File: config.mk
export PLATFORM = sky130hd
export DESIGN_NAME = issue_tx
export DESIGN_NICKNAME = d
export VERILOG_FILES = /design/src/rtl/issue_tx.sv
export SDC_FILE = /design/constraint.sdc
export NUM_CORES = 1
export LEC_CHECK = 0
export CORE_MARGIN = 2
export CORE_UTILIZATION = 47
export CTS_BUF_LIST = sky130_fd_sc_hd__clkbuf_16
export DETAILED_ROUTE_END_ITERATION = 8
export PLACE_DENSITY = 0.68
export SYNTH_ARGS = -nofsm -noshare
export SYNTH_HDL_FRONTEND = slang
export SYNTH_SLANG_ARGS = --single-unit
File: constraint.sdc
create_clock -name clk -period 2.7 [get_ports clk]
set_input_delay 0.54 -clock clk [delete_from_list [all_inputs] [get_ports clk]]
set_output_delay 0.54 -clock clk [all_outputs]
set_load 0.01 [all_outputs]
File: src/rtl/issue_tx.sv
`default_nettype none
// ============================================================================
// Module   : issue_tx
// Brief    : FIFO-buffered two-phase (toggle) instruction transmitter for the
//            issue-stage channel, with handshake timeout/protocol flags.
// Revision : 1.0
// ============================================================================
module issue_tx #(
   parameter int DEPTH        = 4,
   parameter int SETUP_CYCLES = 1,
   parameter int TIMEOUT      = 1024
) (
   input  logic        clk,
   input  logic        resetN,
   input  logic        wrValid,
   input  logic [31:0] wrData,
   output logic        wrReady,
   output logic        readyOut,
   output logic [31:0] dataOut,
   output logic        triggerOut,
   input  logic        ackIn,
   output logic        timeoutErr,
   output logic        protoErr,
   output logic [15:0] issuedCount
);

   localparam int c_PTR_W = $clog2(DEPTH);

   localparam logic [1:0] c_IDLE     = 2'd0;
   localparam logic [1:0] c_SETUP    = 2'd1;
   localparam logic [1:0] c_WAIT_ACK = 2'd2;
   localparam logic [1:0] c_GAP      = 2'd3;

   localparam logic [c_PTR_W:0]   c_DEPTH      = (c_PTR_W + 1)'(DEPTH);
   localparam logic [c_PTR_W:0]   c_CNT_ONE    = (c_PTR_W + 1)'(1);
   localparam logic [c_PTR_W-1:0] c_PTR_ONE    = c_PTR_W'(1);
   localparam logic [3:0]         c_SETUP_LOAD = 4'(SETUP_CYCLES);
   localparam logic [15:0]        c_TIMEOUT    = 16'(TIMEOUT);

   logic [31:0]        r_mem [DEPTH];
   logic [c_PTR_W-1:0] r_wrPtr;
   logic [c_PTR_W-1:0] r_rdPtr;
   logic [c_PTR_W:0]   r_count;
   logic [1:0]         r_state;
   logic [3:0]         r_setupCnt;
   logic [15:0]        r_toCnt;
   logic               r_ackMeta;
   logic               r_ackSync;
   logic               r_ackSeen;

   logic        w_push;
   logic        w_pop;
   logic        w_ackEvent;
   logic [15:0] w_toNext;

   assign wrReady    = (r_count != c_DEPTH);
   assign w_push     = wrValid && wrReady;
   assign w_ackEvent = (r_ackSync != r_ackSeen);
   assign w_pop      = (r_state == c_WAIT_ACK) && w_ackEvent;
   assign w_toNext   = (r_toCnt == c_TIMEOUT) ? r_toCnt : r_toCnt + 16'd1;

   // Storage carries no reset; occupancy is tracked solely by r_count.
   always_ff @(posedge clk) begin
      if (w_push) r_mem[r_wrPtr] <= wrData;
   end

   always_ff @(posedge clk or negedge resetN) begin
      if (!resetN) begin
         r_wrPtr <= '0;
         r_rdPtr <= '0;
         r_count <= '0;
      end else begin
         if (w_push) r_wrPtr <= r_wrPtr + c_PTR_ONE;
         if (w_pop)  r_rdPtr <= r_rdPtr + c_PTR_ONE;
         case ({w_push, w_pop})
            2'b10:   r_count <= r_count + c_CNT_ONE;
            2'b01:   r_count <= r_count - c_CNT_ONE;
            default: r_count <= r_count;
         endcase
      end
   end

   // ackIn is asynchronous; either edge of the synchronised level is one ack.
   always_ff @(posedge clk or negedge resetN) begin
      if (!resetN) begin
         r_ackMeta <= 1'b0;
         r_ackSync <= 1'b0;
         r_ackSeen <= 1'b0;
      end else begin
         r_ackMeta <= ackIn;
         r_ackSync <= r_ackMeta;
         if (w_ackEvent) r_ackSeen <= r_ackSync;
      end
   end

   always_ff @(posedge clk or negedge resetN) begin
      if (!resetN) begin
         r_state     <= c_IDLE;
         r_setupCnt  <= '0;
         r_toCnt     <= '0;
         readyOut    <= 1'b0;
         dataOut     <= '0;
         triggerOut  <= 1'b0;
         timeoutErr  <= 1'b0;
         protoErr    <= 1'b0;
         issuedCount <= '0;
      end else begin
         case (r_state)
            c_IDLE: begin
               if (r_count != '0) begin
                  dataOut    <= r_mem[r_rdPtr];
                  readyOut   <= 1'b1;
                  r_setupCnt <= c_SETUP_LOAD;
                  r_state    <= c_SETUP;
               end
            end
            c_SETUP: begin
               // Toggle on the edge where the countdown reaches zero.
               if (r_setupCnt <= 4'd1) begin
                  r_setupCnt <= '0;
                  triggerOut <= ~triggerOut;
                  r_toCnt    <= '0;
                  r_state    <= c_WAIT_ACK;
               end else begin
                  r_setupCnt <= r_setupCnt - 4'd1;
               end
            end
            c_WAIT_ACK: begin
               if (w_ackEvent) begin
                  readyOut    <= 1'b0;
                  issuedCount <= issuedCount + 16'd1;
                  r_state     <= c_GAP;
               end else begin
                  r_toCnt <= w_toNext;
                  if (w_toNext == c_TIMEOUT) timeoutErr <= 1'b1;
               end
            end
            default: r_state <= c_IDLE;
         endcase
         if (w_ackEvent && (r_state != c_WAIT_ACK)) protoErr <= 1'b1;
      end
   end

endmodule
`default_nettype wire

== After elaboration in Yosys (flattened, before gate mapping) ==
Memory sizes are Yosys's and may differ from the RTL's. A register that Yosys moved wholly into a read port is not among the register bits.
Index checks and enable logic that the tools add are counted.

* $mul: 0
* Equal/unequal tests: 13
* $add $sub $neg: 7
* Reductions and logical operators: 18
* Shifts and indexed selects: 0
* Mux-type cells: 17
* Bitwise operators: 2
* $lt $le $gt $ge: 1
* Divide/modulo/power cells: 0

{| class="wikitable"
|+ Operators with widths
! cell !! number
|-
| 2-to-1 mux 16 bit || 3
|-
| adder 16 x 1 -> 16 bit (second input constant) || 2
|-
| equality test 16 x 11 -> 1 bit (second input constant) || 2
|-
| case mux 16 bit (2 select lines) || 1
|-
| AND reduction 3 bit || 4
|-
| != test 2 bit (second input constant) || 5
|-
| 2-to-1 mux 4 bit || 2
|-
| case mux 4 bit (2 select lines) || 1
|-
| AND reduction 2 bit || 4
|-
| nonzero test 2 bit || 4
|-
| 2-to-1 mux 2 bit || 3
|-
| case mux 2 bit (3 select lines) || 1
|-
| case mux 3 bit (2 select lines) || 1
|-
| adder 2 x 1 -> 2 bit (second input constant) || 2
|-
| equality test 2 x 1 -> 1 bit (second input constant) || 2
|-
| equality test 2 bit (second input constant) || 2
|-
| less-or-equal comparator 4 x 1 -> 1 bit (second input constant) || 1
|-
| 2-to-1 mux 1 bit || 4
|-
| subtractor 4 x 1 -> 4 bit (second input constant) || 1
|-
| adder 3 x 1 -> 3 bit (second input constant) || 1
|-
| logical AND 1 bit || 3
|-
| != test 3 bit (second input constant) || 1
|-
| nonzero test 3 bit || 1
|-
| subtractor 3 x 1 -> 3 bit (second input constant) || 1
|-
| other kinds (5) || 6
|}

* Input bits: 36
* ROM bits: 0
* Bits in registers: 52
* Latch bits: 0
* Memories: 1
* Output and inout port bits: 53
* RAM bits: 128
* Word-level logic and storage cells: 73

{| class="wikitable"
|+ Memories
! name !! words !! bits a word !! read ports !! clocked after memory_dff !! wr ports !! RTL line !! text
|-
| r_mem || 4 || 32 || 1 || 1 || 1 || 40 || <nowiki>logic [31:0] r_mem [DEPTH];</nowiki>
|}

== Logic depth before layout (Yosys ltp) ==
Gate-level depths: netlist (run 1).

* Depth in word-level cells: 4
* Gate-level depth with buffers: 11
* Depth with buffers taken out: 10

== Worst setup path after synthesis (run 1) ==
Ideal clock, no wire load.

* Path type: flip-flop to flip-flop
* Start: reg r_state[0]
* End: reg r_count[2]
* Buffers on the path: 1
* Period minus slack after synthesis: 2.102 ns
* Stages on the path, launching flop included: 12
* Arrival: 2.022 ns
* Path slack: 0.598 ns
* Library setup time: 0.079 ns
* Required time: 2.621 ns
* Cell sequence: dfrtp_1 inv_1 ha_1 buf_2 nand2_1 inv_1 ha_1 inv_1 fa_1 xor2_1 nor2_1 xor2_1

* Longest elaborated chain between the ends: 4
* Elaborated cells on any way between the ends: 6
* Those cells by class: eq/ne: 3; mux: 1; reduce/logical: 2

{| class="wikitable"
|+ Ends and longest elaborated chain
! item !! RTL line !! text
|-
| start, declared || 44 || <nowiki>logic [1:0] r_state;</nowiki>
|-
| start signal, assigned || 98 || <nowiki>r_state <= c_IDLE;</nowiki>
|-
| start signal, assigned || 114 || <nowiki>r_state <= c_SETUP;</nowiki>
|-
| start signal, assigned || 123 || <nowiki>r_state <= c_WAIT_ACK;</nowiki>
|-
| equality test 2 bit * || 59 || <nowiki>assign w_pop = (r_state == c_WAIT_ACK) && w_ackEvent;</nowiki>
|-
| logical AND 1 bit * || 59 ||
|-
| named net w_pop || 52 || <nowiki>logic w_pop;</nowiki>
|-
| equality test 2 x 1 -> 1 bit / equality test 2 bit (equally long branches) || 75 || <nowiki>case ({w_push, w_pop})</nowiki>
|-
| case mux 3 bit (2 select lines) / nonzero test 2 bit (equally long branches) || n/a ||
|-
| end signal, assigned || 76 || <nowiki>2'b10: r_count <= r_count + c_CNT_ONE;</nowiki>
|-
| end signal, assigned || 77 || <nowiki>2'b01: r_count <= r_count - c_CNT_ONE;</nowiki>
|-
| end signal, assigned || 78 || <nowiki>default: r_count <= r_count;</nowiki>
|-
| end, declared || 43 || <nowiki>logic [c_PTR_W:0] r_count;</nowiki>
|}

Mark *: on every way through the listed nets, which the timed path passes. The rest lies on a longest branch.
A chain may end at the register's enable or synchronous reset.

== Worst setup path in the final report (run 1) ==
Same ends and word-level chain as after synthesis.

==> flow_metrics.py, run 1 <==
metrics = {
    "run_status": {
        "status": "completed",
    },
    "clocking": {
        "post-cts-setup-buffers": 0,
        "cts-root-buf": "clkbuf_16",
        "clk_pin_slew_ps": 60,
        "htree_levels": 1,
        "cts_buffers": 22,
        "ctsLongestPathBuffers": 3,
        "clk_latency_ps": 490,
        "clock-sinks": 212,
        "cts_hold_buf": 0,
        "cts_tree": "done",
        "cts_repair_resize_count": 0,
    },
    "detailed_routing": {
        "ant_nets": 0,
        "finalWirelength_um": 16400,
        "vias": 4818,
        "dr.pass1.iters": 7,
        "avgRoutedWirePerCell_um": 18.6,
        "vias_per_cell": 5.46,
        "drc": 0,
        "drt_iter0_drc": 312,
    },
    "worst_hold_path": {
        "min_path_type": "primary input to asynchronous set/reset pin",
    },
    "timing": {
        "fmaxAchievable_mhz": 420,
        "max_slew_margin_pct": 56.0,
        "drv_slew": 0,
        "min_period_ps": 2380,
        "fin_setup_tns_ps": 0,
        "hold_slack_ps": 38.1,
        "setup_violations": 0,
        "period_share_pct": 88.1,
        "fin_worst_skew_ps": 10.8,
        "rsz0062_at_grt": "no",
        "hold_viol": 0,
        "tightest_slew_ps": 660,
    },
    "setup_path": {
        "cp-start-kind": "flop",
        "worstPathMaxFanout": 10,
        "path_buf_inv": 3,
        "worstPathRequired_ps": 3120,
        "critical-path-top-delay-family": "adder cells",
        "crit_top_cell": "inv_1",
        "worst_setup_path_end_kind": "flop",
        "cp_cell_sequence": "inv_1 > ha_1 > nand2_1 > inv_1 > ha_1 > inv_1 > fa_1 > xor2_1 > nor2_1 > xor2_1",
        "crit_type": "flop to flop",
        "cp.arrival_ps": 2790,
        "cp_slowest_cell": "fa_1",
        "max_stage_delay_ps": 410,
    },
    "layout": {
        "fillCellCount": 1411,
        "final_common_cell": "edfxtp_1",
        "syn_to_final_growth_pct": 22.5,
        "fin_nets": 687,
        "final_cell_mix": "128 x edfxtp_1, 87 x clkdlybuf4s50_1, 82 x dfrtp_1",
        "drive_above_1_share_pct": 19.1,
        "num_antenna_cells": 0,
    },
    "floorplan": {
        "core_area_um2": 18000,
        "ios": 89,
        "start_util_pct": 48.1,
        "num_rows": 49,
        "die_area_um2": 19500,
        "die_w_um": 140,
        "die_h_um": 140,
    },
    "global_route": {
        "grt_pass1_wl_um": 27400,
        "busiest_layer": "met2",
        "grt_pass1_vias": 5125,
        "track_usage_pct": 17.5,
        "overflow": 0,
        "antenna_found_initial": 0,
        "grtUsageMet3_pct": 3.44,
        "use_met1_pct": 23.6,
        "grt_max_degree": 49,
        "grtUsageMet2_pct": 29.8,
    },
    "power": {
        "peakVddDrop_mv": 0.723,
        "powerDensity_nw_per_um2": 1050,
        "cellLeakagePower_nw": 3.92,
    },
    "yosys": {
        "ys_seq_elements": 212,
        "synth_top_area_cell": "edfxtp_1",
        "yosys-top-cells-area": "edfxtp_1 44%, dfrtp_1 24%, mux4_2 8.3%",
        "async_flop_share_pct": 39.6,
        "yosys_warnings": 0,
        "synth_area_per_cell_um2": 16.1,
        "synth_enable_flop_cells": 128,
        "syn-cell-area_um2": 8660,
        "synth_ff_type": "edfxtp_1",
        "synth_nets": 587,
        "synthCells": 537,
        "ys_seq_area_share_pct": 68.6,
        "synth_top_area_share_pct": 44.4,
        "ys_types": 49,
    },
    "placed_design": {
        "hpwl_um": 10500,
        "gp_congestion": 0.848,
        "io_buffers": 88,
    },
    "job": {
        "cap_viol_max_count": 0,
    },
}
[Yosys cell counts, drive strengths merged, types with 5 or more instances]
library cell / number
edfxtp: 128
dfrtp: 84
mux2: 33
mux4: 32
nand2: 29
o21ai: 29
inv: 20
xnor2: 19
nor3: 17
buf: 13
ha: 13
xor2: 13
nand3: 12
nand4: 12
nor2: 12
a21oi: 11
clkbuf: 11
and3: 8
o31ai: 5
or3: 5
[stage by stage]
step	utilization [%]	cells	total power [mW]	setup WS, ps	cell area [um^2]
final	58.9	882	11.2	321	10600
after floorplan	-	537	6.87	598	8660
after detailed placement	54.9	842	8.37	272	9900
after global placement	54.9	842	8.25	363	9900
after CTS	58.9	882	11.3	294	10600
after global routing	58.9	882	11.8	90.5	10600
[sequential cells by signal, indices dropped and copies added, names as in the netlist, 2 cells and up]
name         cells
r_state          2
r_setupCnt       4
dataOut         32
issuedCount     16
r_rdPtr          2
r_count          3
r_mem          128
r_toCnt         16
r_wrPtr          2
[logic make-up (layout without fill, tap and decap cells)]
kind of cell / after synthesis / count (layout) / synth area share [%]
DFF: 212 / 212 / 68.6
and+or+nand+nor: 112 / 112 / 7.00
muxes: 68 / 68 / 13.0
AOI/OAI and AO/OA: 55 / 55 / 3.90
buffers and inverters: 44 / 160 / 2.17
xor gates and xnor gates: 32 / 32 / 3.24
adders and majority gates: 14 / 14 / 2.11
[report_power, final]
part	internal [mW]	total (mW)	leakage [nW]	switching [mW]
clock network	1.73	2.92	0.372	1.18
logic	1.90	3.55	1.33	1.65
registers	4.28	4.69	2.22	0.403
total	7.92	11.2	3.92	3.24
[per-layer routing]
metal,wire length [um],vias to the layer above
met5,0,-
met4,267,0
met1,7170,2451
met3,860,20
met2,8100,108
li1,-,2239
[worst paths after layout]
check,from,to,slack (ps),cells after the start
setup / recovery,r_state[0],r_count[2],320,10
hold / removal,resetN,issuedCount[10],40,1
setup reg to reg,r_state[0],r_count[2],320,10
hold reg to reg,r_ackMeta,r_ackSync,400,0
max in group asynchronous,resetN,dataOut[31],2010,2
min in group clk,r_ackMeta,r_ackSync,400,0
[area by class of cell]
| cell class | instances | area [um^2] | area share (%) |
|---|---|---|---|
| Clock buffer | 23 | 576 | 5.42 |
| Tap cell | 229 | 287 | 2.70 |
| Multi-Input combinational cell | 281 | 2540 | 23.9 |
| Inverter | 20 | 75.1 | 0.707 |
| Clock inverter | 17 | 134 | 1.26 |
| Timing Repair Buffer | 100 | 1060 | 9.95 |
| Sequential cell | 212 | 5950 | 56.0 |
Power figures use the tool's default switching activity.
==> run 2: changes to the inputs <==
Settings changed: SKIP_CTS_REPAIR_TIMING from default to 1.
==> results of run 2 <==
Final layout, timing and power as in run 1 (identical DEF).
